[src/rtl/ps2_kbd_ctrl_pkg.sv]
// Shared constants, FSM state encoding and a small byte classifier
// for the PS/2 keyboard controller.
package ps2_pkg;

  localparam logic [7:0] PS2_ACK    = 8'hFA;
  localparam logic [7:0] PS2_RESEND = 8'hFE;

  localparam int TXACK_TIMEOUT_US_DEF = 15000;
  localparam int RESP_TIMEOUT_US_DEF  = 20000;
  localparam int TIMER_W              = 15;

  typedef enum logic [2:0] {
    C_IDLE       = 3'd0,
    C_ISSUE      = 3'd1,
    C_WAIT_TXACK = 3'd2,
    C_WAIT_RESP  = 3'd3,
    C_RETRY      = 3'd4
  } cmd_state_e;

  // True for the two device responses the command engine swallows.
  function automatic logic is_resp_byte(input logic [7:0] b);
    return (b == PS2_ACK) || (b == PS2_RESEND);
  endfunction

endpackage

[src/rtl/ps2_kbd_ctrl_if.sv]
// Bus bundle between the keyboard controller, the PS/2 port engine
// and the CPU register file. slave = controller side, master = driver side.
interface ps2_kbd_ctrl_if #(
  parameter int DEPTH_LOG2 = 4
);
  logic [7:0]          code_rx_i;
  logic                code_rx_v_i;
  logic                port_busy_i;
  logic                tx_acked_i;
  logic                tx_errd_i;
  logic [7:0]          cmd_tx_o;
  logic                cmd_tx_v_o;
  logic [7:0]          rd_data_o;
  logic                rd_empty_o;
  logic                rd_pop_i;
  logic [DEPTH_LOG2:0] fifo_count_o;
  logic                ovf_o;
  logic                ovf_clr_i;
  logic [7:0]          host_cmd_i;
  logic                host_cmd_v_i;
  logic                host_cmd_busy_o;
  logic                host_cmd_done_o;
  logic                host_cmd_err_o;

  modport slave (
    input  code_rx_i, code_rx_v_i, port_busy_i, tx_acked_i, tx_errd_i,
    input  rd_pop_i, ovf_clr_i, host_cmd_i, host_cmd_v_i,
    output cmd_tx_o, cmd_tx_v_o, rd_data_o, rd_empty_o, fifo_count_o,
    output ovf_o, host_cmd_busy_o, host_cmd_done_o, host_cmd_err_o
  );

  modport master (
    output code_rx_i, code_rx_v_i, port_busy_i, tx_acked_i, tx_errd_i,
    output rd_pop_i, ovf_clr_i, host_cmd_i, host_cmd_v_i,
    input  cmd_tx_o, cmd_tx_v_o, rd_data_o, rd_empty_o, fifo_count_o,
    input  ovf_o, host_cmd_busy_o, host_cmd_done_o, host_cmd_err_o
  );
endinterface

[src/rtl/ps2_byte_fifo.sv]
// First-word-fall-through byte FIFO with sticky overflow flag.
// A simultaneous push and pop is always honoured, even when full or empty.
module ps2_byte_fifo #(
  parameter int DEPTH_LOG2 = 4
) (
  input  logic                clk,
  input  logic                rst_n,
  input  logic                push,
  input  logic [7:0]          push_data,
  input  logic                pop,
  input  logic                ovf_clr,
  output logic [7:0]          rd_data,
  output logic                empty,
  output logic [DEPTH_LOG2:0] count,
  output logic                ovf
);
  localparam logic [DEPTH_LOG2:0] DEPTH = (DEPTH_LOG2+1)'(1 << DEPTH_LOG2);
  localparam logic [DEPTH_LOG2:0] ONE_C = (DEPTH_LOG2+1)'(1);
  localparam logic [DEPTH_LOG2-1:0] ONE_P = DEPTH_LOG2'(1);

  logic [7:0]            mem_r [0:(1 << DEPTH_LOG2)-1];
  logic [DEPTH_LOG2-1:0] wr_ptr_r, rd_ptr_r;
  logic [DEPTH_LOG2:0]   count_r;
  logic                  ovf_r;
  logic                  full_s, empty_s, do_push_s, do_pop_s, ovf_set_s;

  assign full_s    = (count_r == DEPTH);
  assign empty_s   = (count_r == {(DEPTH_LOG2+1){1'b0}});
  // A pop paired with a push frees (or supplies) the slot, so both proceed.
  assign do_push_s = push && (!full_s || pop);
  assign do_pop_s  = pop && (!empty_s || push);
  assign ovf_set_s = push && full_s && !pop;

  assign rd_data = empty_s ? 8'h00 : mem_r[rd_ptr_r];
  assign empty   = empty_s;
  assign count   = count_r;
  assign ovf     = ovf_r;

  // Storage array; contents are don't-care until written, so no reset.
  always_ff @(posedge clk) begin
    if (do_push_s) begin
      mem_r[wr_ptr_r] <= push_data;
    end
  end

  // Pointers, occupancy and sticky overflow (set beats clear).
  always_ff @(posedge clk or negedge rst_n) begin
    if (!rst_n) begin
      wr_ptr_r <= {DEPTH_LOG2{1'b0}};
      rd_ptr_r <= {DEPTH_LOG2{1'b0}};
      count_r  <= {(DEPTH_LOG2+1){1'b0}};
      ovf_r    <= 1'b0;
    end else begin
      if (do_push_s) wr_ptr_r <= wr_ptr_r + ONE_P;
      if (do_pop_s)  rd_ptr_r <= rd_ptr_r + ONE_P;
      if (do_push_s && !do_pop_s)      count_r <= count_r + ONE_C;
      else if (do_pop_s && !do_push_s) count_r <= count_r - ONE_C;
      if (ovf_set_s)    ovf_r <= 1'b1;
      else if (ovf_clr) ovf_r <= 1'b0;
    end
  end
endmodule

[src/rtl/ps2_kbd_ctrl.sv]
// PS/2 keyboard controller: queues scan-codes for the CPU and runs the
// host-command engine (issue, wait for line ACK, wait for 0xFA, retry).
module ps2_kbd_ctrl
  import ps2_pkg::*;
#(
  parameter int DEPTH_LOG2       = 4,
  parameter int MAX_RETRY        = 3,
  parameter int TXACK_TIMEOUT_US = TXACK_TIMEOUT_US_DEF,
  parameter int RESP_TIMEOUT_US  = RESP_TIMEOUT_US_DEF
) (
  input logic             clk6x,
  input logic             resetn,
  input logic             ck1us,
  ps2_kbd_ctrl_if.slave   bus
);
  localparam int RETRY_W = (MAX_RETRY < 2) ? 1 : $clog2(MAX_RETRY + 1);

  cmd_state_e          state_r, state_n;
  logic [7:0]          cmd_r, cmd_n;
  logic [RETRY_W-1:0]  retry_r, retry_n;
  logic [TIMER_W-1:0]  timer_r, timer_n;
  logic                run_r, run_n;
  logic                tx_v_r, tx_v_n, done_r, done_n, err_r, err_n;
  logic                consumed_s, push_s, expired_s;

  // 0xFA/0xFE arriving while a response is awaited belong to the engine.
  assign consumed_s = (state_r == C_WAIT_RESP) && bus.code_rx_v_i
                      && is_resp_byte(bus.code_rx_i);
  assign push_s     = bus.code_rx_v_i && !consumed_s;
  assign expired_s  = run_r && (timer_r == {TIMER_W{1'b0}});

  ps2_byte_fifo #(.DEPTH_LOG2(DEPTH_LOG2)) u_fifo (
    .clk       (clk6x),
    .rst_n     (resetn),
    .push      (push_s),
    .push_data (bus.code_rx_i),
    .pop       (bus.rd_pop_i),
    .ovf_clr   (bus.ovf_clr_i),
    .rd_data   (bus.rd_data_o),
    .empty     (bus.rd_empty_o),
    .count     (bus.fifo_count_o),
    .ovf       (bus.ovf_o)
  );

  assign bus.cmd_tx_o        = cmd_r;
  assign bus.cmd_tx_v_o      = tx_v_r;
  assign bus.host_cmd_busy_o = (state_r != C_IDLE);
  assign bus.host_cmd_done_o = done_r;
  assign bus.host_cmd_err_o  = err_r;

  // Command engine state, latched byte, retry count, timer and output pulses.
  always_ff @(posedge clk6x or negedge resetn) begin
    if (!resetn) begin
      state_r <= C_IDLE;
      cmd_r   <= 8'h00;
      retry_r <= {RETRY_W{1'b0}};
      timer_r <= {TIMER_W{1'b0}};
      run_r   <= 1'b0;
      tx_v_r  <= 1'b0;
      done_r  <= 1'b0;
      err_r   <= 1'b0;
    end else begin
      state_r <= state_n;
      cmd_r   <= cmd_n;
      retry_r <= retry_n;
      timer_r <= timer_n;
      run_r   <= run_n;
      tx_v_r  <= tx_v_n;
      done_r  <= done_n;
      err_r   <= err_n;
    end
  end

  // Next-state logic; pulses default low, timer counts down on the 1 us strobe.
  always_comb begin
    state_n = state_r;
    cmd_n   = cmd_r;
    retry_n = retry_r;
    run_n   = run_r;
    tx_v_n  = 1'b0;
    done_n  = 1'b0;
    err_n   = 1'b0;
    if (run_r && ck1us && !expired_s) timer_n = timer_r - TIMER_W'(1);
    else                              timer_n = timer_r;
    case (state_r)
      C_IDLE: begin
        run_n = 1'b0;
        if (bus.host_cmd_v_i) begin
          cmd_n   = bus.host_cmd_i;
          retry_n = {RETRY_W{1'b0}};
          state_n = C_ISSUE;
        end else begin
          state_n = C_IDLE;
        end
      end
      C_ISSUE: begin
        if (!bus.port_busy_i) begin
          tx_v_n  = 1'b1;
          timer_n = TIMER_W'(TXACK_TIMEOUT_US);
          run_n   = 1'b1;
          state_n = C_WAIT_TXACK;
        end else begin
          state_n = C_ISSUE;
        end
      end
      C_WAIT_TXACK: begin
        // A dropped send (RX start raced it) ends here via the timeout.
        if (bus.tx_errd_i || expired_s) begin
          run_n   = 1'b0;
          state_n = C_RETRY;
        end else if (bus.tx_acked_i) begin
          timer_n = TIMER_W'(RESP_TIMEOUT_US);
          run_n   = 1'b1;
          state_n = C_WAIT_RESP;
        end else begin
          state_n = C_WAIT_TXACK;
        end
      end
      C_WAIT_RESP: begin
        if (bus.code_rx_v_i && (bus.code_rx_i == PS2_ACK)) begin
          done_n  = 1'b1;
          run_n   = 1'b0;
          state_n = C_IDLE;
        end else if ((bus.code_rx_v_i && (bus.code_rx_i == PS2_RESEND)) || expired_s) begin
          run_n   = 1'b0;
          state_n = C_RETRY;
        end else begin
          state_n = C_WAIT_RESP;
        end
      end
      C_RETRY: begin
        run_n = 1'b0;
        if (retry_r == RETRY_W'(MAX_RETRY)) begin
          err_n   = 1'b1;
          state_n = C_IDLE;
        end else begin
          retry_n = retry_r + RETRY_W'(1);
          state_n = C_ISSUE;
        end
      end
      default: begin
        run_n   = 1'b0;
        state_n = C_IDLE;
      end
    endcase
  end
endmodule

[src/flat_wrapper.sv]
// flat-port wrapper written by rule: the top's interface ports become plain ports
module ps2_kbd_ctrl_flat import ps2_pkg::*;
#(
  parameter int DEPTH_LOG2       = 4,
  parameter int MAX_RETRY        = 3,
  parameter int TXACK_TIMEOUT_US = TXACK_TIMEOUT_US_DEF,
  parameter int RESP_TIMEOUT_US  = RESP_TIMEOUT_US_DEF
)
  (clk6x, resetn, ck1us, bus_code_rx_i, bus_code_rx_v_i, bus_port_busy_i, bus_tx_acked_i, bus_tx_errd_i, bus_rd_pop_i, bus_ovf_clr_i, bus_host_cmd_i, bus_host_cmd_v_i, bus_cmd_tx_o, bus_cmd_tx_v_o, bus_rd_data_o, bus_rd_empty_o, bus_fifo_count_o, bus_ovf_o, bus_host_cmd_busy_o, bus_host_cmd_done_o, bus_host_cmd_err_o);
  ps2_kbd_ctrl_if #(.DEPTH_LOG2(DEPTH_LOG2)) bus_i ();
  input logic clk6x;
  input logic resetn;
  input logic ck1us;
  input wire logic [$bits(bus_i.code_rx_i)-1:0] bus_code_rx_i;
  input wire logic [$bits(bus_i.code_rx_v_i)-1:0] bus_code_rx_v_i;
  input wire logic [$bits(bus_i.port_busy_i)-1:0] bus_port_busy_i;
  input wire logic [$bits(bus_i.tx_acked_i)-1:0] bus_tx_acked_i;
  input wire logic [$bits(bus_i.tx_errd_i)-1:0] bus_tx_errd_i;
  input wire logic [$bits(bus_i.rd_pop_i)-1:0] bus_rd_pop_i;
  input wire logic [$bits(bus_i.ovf_clr_i)-1:0] bus_ovf_clr_i;
  input wire logic [$bits(bus_i.host_cmd_i)-1:0] bus_host_cmd_i;
  input wire logic [$bits(bus_i.host_cmd_v_i)-1:0] bus_host_cmd_v_i;
  output wire logic [$bits(bus_i.cmd_tx_o)-1:0] bus_cmd_tx_o;
  output wire logic [$bits(bus_i.cmd_tx_v_o)-1:0] bus_cmd_tx_v_o;
  output wire logic [$bits(bus_i.rd_data_o)-1:0] bus_rd_data_o;
  output wire logic [$bits(bus_i.rd_empty_o)-1:0] bus_rd_empty_o;
  output wire logic [$bits(bus_i.fifo_count_o)-1:0] bus_fifo_count_o;
  output wire logic [$bits(bus_i.ovf_o)-1:0] bus_ovf_o;
  output wire logic [$bits(bus_i.host_cmd_busy_o)-1:0] bus_host_cmd_busy_o;
  output wire logic [$bits(bus_i.host_cmd_done_o)-1:0] bus_host_cmd_done_o;
  output wire logic [$bits(bus_i.host_cmd_err_o)-1:0] bus_host_cmd_err_o;
  assign bus_i.code_rx_i = bus_code_rx_i;
  assign bus_i.code_rx_v_i = bus_code_rx_v_i;
  assign bus_i.port_busy_i = bus_port_busy_i;
  assign bus_i.tx_acked_i = bus_tx_acked_i;
  assign bus_i.tx_errd_i = bus_tx_errd_i;
  assign bus_i.rd_pop_i = bus_rd_pop_i;
  assign bus_i.ovf_clr_i = bus_ovf_clr_i;
  assign bus_i.host_cmd_i = bus_host_cmd_i;
  assign bus_i.host_cmd_v_i = bus_host_cmd_v_i;
  assign bus_cmd_tx_o = bus_i.cmd_tx_o;
  assign bus_cmd_tx_v_o = bus_i.cmd_tx_v_o;
  assign bus_rd_data_o = bus_i.rd_data_o;
  assign bus_rd_empty_o = bus_i.rd_empty_o;
  assign bus_fifo_count_o = bus_i.fifo_count_o;
  assign bus_ovf_o = bus_i.ovf_o;
  assign bus_host_cmd_busy_o = bus_i.host_cmd_busy_o;
  assign bus_host_cmd_done_o = bus_i.host_cmd_done_o;
  assign bus_host_cmd_err_o = bus_i.host_cmd_err_o;
  ps2_kbd_ctrl #(.DEPTH_LOG2(DEPTH_LOG2), .MAX_RETRY(MAX_RETRY), .TXACK_TIMEOUT_US(TXACK_TIMEOUT_US), .RESP_TIMEOUT_US(RESP_TIMEOUT_US)) u_core (.clk6x(clk6x), .resetn(resetn), .ck1us(ck1us), .bus(bus_i));
endmodule
[config.mk]
export PLATFORM = sky130hd
export DESIGN_NAME = ps2_kbd_ctrl_flat
export DESIGN_NICKNAME = d
export VERILOG_FILES = /design/src/rtl/ps2_kbd_ctrl_pkg.sv /design/src/rtl/ps2_kbd_ctrl_if.sv /design/src/rtl/ps2_byte_fifo.sv /design/src/rtl/ps2_kbd_ctrl.sv /design/src/flat_wrapper.sv
export SDC_FILE = /design/constraint.sdc
export NUM_CORES = 1
export LEC_CHECK = 0
export CAP_MARGIN = 20
export CELL_PAD_IN_SITES_DETAIL_PLACEMENT = 1
export CELL_PAD_IN_SITES_GLOBAL_PLACEMENT = 1
export CORE_MARGIN = 5
export CORE_UTILIZATION = 50
export DETAILED_ROUTE_END_ITERATION = 8
export GPL_ROUTABILITY_DRIVEN = 0
export GPL_TIMING_DRIVEN = 0
export PLACE_DENSITY = 0.77
export SLEW_MARGIN = 20
export SYNTH_ARGS = -nofsm -noshare
export SYNTH_HDL_FRONTEND = slang
export SYNTH_HIERARCHICAL = 1
export SYNTH_SLANG_ARGS = --single-unit
[constraint.sdc]
create_clock -name clk6x -period 4.05 [get_ports clk6x]
set_input_delay 1.215 -clock clk6x [delete_from_list [all_inputs] [get_ports clk6x]]
set_output_delay 1.215 -clock clk6x [all_outputs]
set_load 0.005 [all_outputs]
==> impl_metrics.json <==
{
  "num-fill-cells": 1414,
  "yosys-top-cells-area": "edfxtp_1 50%, dfrtp_1 15%, mux4_2 5.9%, mux4_1 4.1%, ha_1 2.0%",
  "yosys_most_used_dff": "edfxtp_1",
  "dieArea_um2": 17900,
  "yosys_warnings": 6,
  "numCtsBuffers": 17,
  "crit_path_frequent_cell": "buf_4",
  "syn2layout_area_growth_pct": 17.4,
  "via_per_inst": 6.15,
  "ys_types": 64,
  "core_area_um2": 15100,
  "slew_violations": 0,
  "avgSynthCellArea_um2": 15.9,
  "drc": 0,
  "final_hold_viol_count": 0,
  "slew-limit-headroom_pct": 38.8,
  "synth_top_family_by_area": "multiplexers",
  "r2r_end": "u_core/u_fifo/count[4]$_DFFE_PN0P_",
  "wl_mm": 18.2,
  "clock-root-buffer": "clkbuf_16",
  "fin_crit_sh_pct": 96.9,
  "skew_ns": 0.00836,
  "worstPathCellList": "buf_6, buf_4, buf_4, mux4_2, mux2i_2, a211oi_2, clkdlybuf4s50_1",
  "syn-instance-count": 483,
  "status": "finished clean",
  "startpoint_type": "flop",
  "final.setup.tns_ns": 0,
  "dpl.hpwl_mm": 12.2,
  "h-tree-depth": 4,
  "grt_usage_pct": 21.6,
  "first_global_vias": 4986,
  "postCtsHoldBufs": 0,
  "cts_tree": "yes",
  "insertion_delay_ns": 0.43,
  "path_depth": 7,
  "post_cts_buffers": 0,
  "r2r_slack_ns": 0.66,
  "rr_worst_depth": 11,
  "synth_seq_cells": 174,
  "die-height_um": 134,
  "wl_per_cell_um": 24.0,
  "cpLargestDelayFamily": "buffers and inverters",
  "crit_path_max_fanout": 10,
  "synth-edff-count": 128,
  "required_ns": 2.83,
  "path_buf_inv": 4,
  "min_to": "u_core/bus.cmd_tx_o[0]$_DFFE_PN0P_",
  "grt_max_degree": 29,
  "p_leak_nw": 3.16,
  "synthAdderAreaFrac_pct": 2.22,
  "pin_count": 53,
  "r2r_start": "u_core/state_r[0]$_DFF_PN0_",
  "placementRows": 45,
  "antenna_found_initial": 0,
  "synth_area_leader_cell": "edfxtp_1",
  "yosysSeqAreaShare_pct": 65.2,
  "grt_overflow": 0,
  "rsz0062_at_grt": "no",
  "hp-start": "u_core/bus.cmd_tx_o[0]$_DFFE_PN0P_",
  "irDropWorstVdd_mv": 0.356,
  "critPathKind": "reg -> out",
  "postRouteAntennaNets": 0,
  "initial_utilization_pct": 50.6,
  "grt_pass1_wl_mm": 29.0,
  "finish.utilization_pct": 59.4,
  "die_x_um": 134,
  "total_power_mw": 6.24,
  "synth.top_cell.area_share_pct": 50.2,
  "dr.pass1.iters": 4,
  "setup_viol": 0,
  "hold_ws_ns": 0.512,
  "drive_gt1_share_pct": 18.0,
  "synth_mux_area_share_pct": 12.9,
  "cts_buffer_depth": 2,
  "hold_depth": 1,
  "critPathArrivalTime_ns": 2.71,
  "fin_crit_ns": 3.92,
  "drt_iter0_drc": 275,
  "cp-end-kind": "output port",
  "p_per_area_nw_per_um2": 694,
  "yosys.area_share.simple_pct": 9.24,
  "fmax_mhz": 255,
  "slowest_delay_ns": 0.49,
  "synth_xor_area_share_pct": 1.03,
  "synthesis.area_um2": 7660,
  "syn-num-nets": 522,
  "portBuffers": 52,
  "worstMarginPinSlew_ns": 0.915,
  "min_path_type": "reg -> reg",
  "synth_most_common_cell": "edfxtp_1",
  "synth-compound-area-share_pct": 6.33,
  "cts.sink_count": 174,
  "vias": 4647,
  "cpMaxStageDelayCell": "clkdlybuf4s50_1",
  "n_antenna_cell": 0,
  "synth_commonest_cells": "128 x edfxtp_1, 46 x dfrtp_1, 25 x nor2_1",
  "clk_pin_slew_ns": 0.06,
  "maxCapViolations": 0,
  "final_net_count": 594,
  "synthArstFlopShare_pct": 26.4
}
[layer usage]
| layer | wire, um | GRT usage (%) |
|---|---|---|
| met5 | 0 | 0 |
| met4 | 341 | 8.11 |
| met3 | 814 | 4.69 |
| met2 | 9260 | 35.6 |
| met1 | 7730 | 28.5 |
[power by group]
group | total [mW] | switching (mW) | leakage [nW] | internal (mW)
clock network | 1.43 | 0.659 | 0.239 | 0.771
logic | 2.33 | 1.17 | 1.21 | 1.16
registers | 2.48 | 0.239 | 1.71 | 2.25
total | 6.24 | 2.07 | 3.16 | 4.17
[sequential cells by signal, indices dropped and copies added, names as in the netlist]
register	flops
u_core/u_fifo/mem_r	128
u_core/u_fifo/rd_ptr_r	4
u_core/timer_r	15
u_core/bus.host_cmd_done_o	1
u_core/u_fifo/wr_ptr_r	4
u_core/state_r	3
u_core/bus.cmd_tx_o	8
u_core/run_r	1
u_core/u_fifo/ovf	1
u_core/u_fifo/count	5
u_core/bus.cmd_tx_v_o	1
u_core/bus.host_cmd_err_o	1
u_core/retry_r	2
[how the worst max path moves through the flow]
stage	from	end	slack, ns
floorplan	bus_code_rx_i[7]	u_core/u_fifo/count[4]$_DFFE_PN0P_	0.57
global placement	bus_code_rx_i[7]	u_core/u_fifo/count[4]$_DFFE_PN0P_	-0.82
detailed placement	bus_code_rx_i[5]	u_core/u_fifo/count[4]$_DFFE_PN0P_	-1.20
CTS	bus_code_rx_i[6]	u_core/u_fifo/count[4]$_DFFE_PN0P_	0.0002
global route	bus_code_rx_i[1]	u_core/u_fifo/count[4]$_DFFE_PN0P_	0.03
finish	u_core/u_fifo/rd_ptr_r[1]$_DFFE_PN0P_	bus_rd_data_o[2]	0.13
[cells by family (layout without fill, tap and decap cells)]
family          Yosys count  in the layout
compound gates           69             69
xor+xnor                  9              9
fa+ha+maj                13             13
buf+inv                  39            123
flops                   174            174
mux                      53             53
simple gates            126            126
[metrics by stage]
stage	area (um2)	instances	setup slack [ns]
after floorplan	7660	483	0.571
after global placement	8420	723	-0.824
after detailed placement	8450	724	-1.20
after CTS	8970	755	0.000220
after global routing	9000	755	0.0314
final	9000	755	0.127
[cell type report]
| cell class | instances | area (um2) | share of cell area, % |
|---|---|---|---|
| clock inverter | 12 | 75.1 | 0.834 |
| sequential | 174 | 4990 | 55.5 |
| tap | 188 | 235 | 2.61 |
| buffer | 25 | 191 | 2.13 |
| multi-input combinational | 270 | 2490 | 27.7 |
| timing repair buffer | 53 | 526 | 5.84 |
| inverter | 14 | 52.6 | 0.584 |
| clock buffer | 19 | 433 | 4.81 |
[cells in the final DEF, fill, tap and decap left out, drive strengths merged, types with 3 or more instances in the layout]
cell             n
or4b             4
clkdlybuf4s50   44
a21oi           11
nand3           11
and3             4
a21o             4
or3              3
xnor2            6
a211oi          16
clkinvlp         4
edfxtp         128
nor3            14
buf             20
a31oi            4
clkinv           8
o31ai            5
xor2             3
nand2           23
mux2i           11
ha              12
dfrtp           46
nor2            25
clkbuf          30
inv             14
nor2b           11
mux4            32
nand4            5
nor4             6
or4              7
o21ai           14
mux2            10
[repair_timing]
action / 4_1_cts / 5_1_grt
setup endpoints to repair: 134 / 6
pin swaps: 0 / 0
gates resized for setup: 32 / 11
Power figures use the tool's default switching activity.
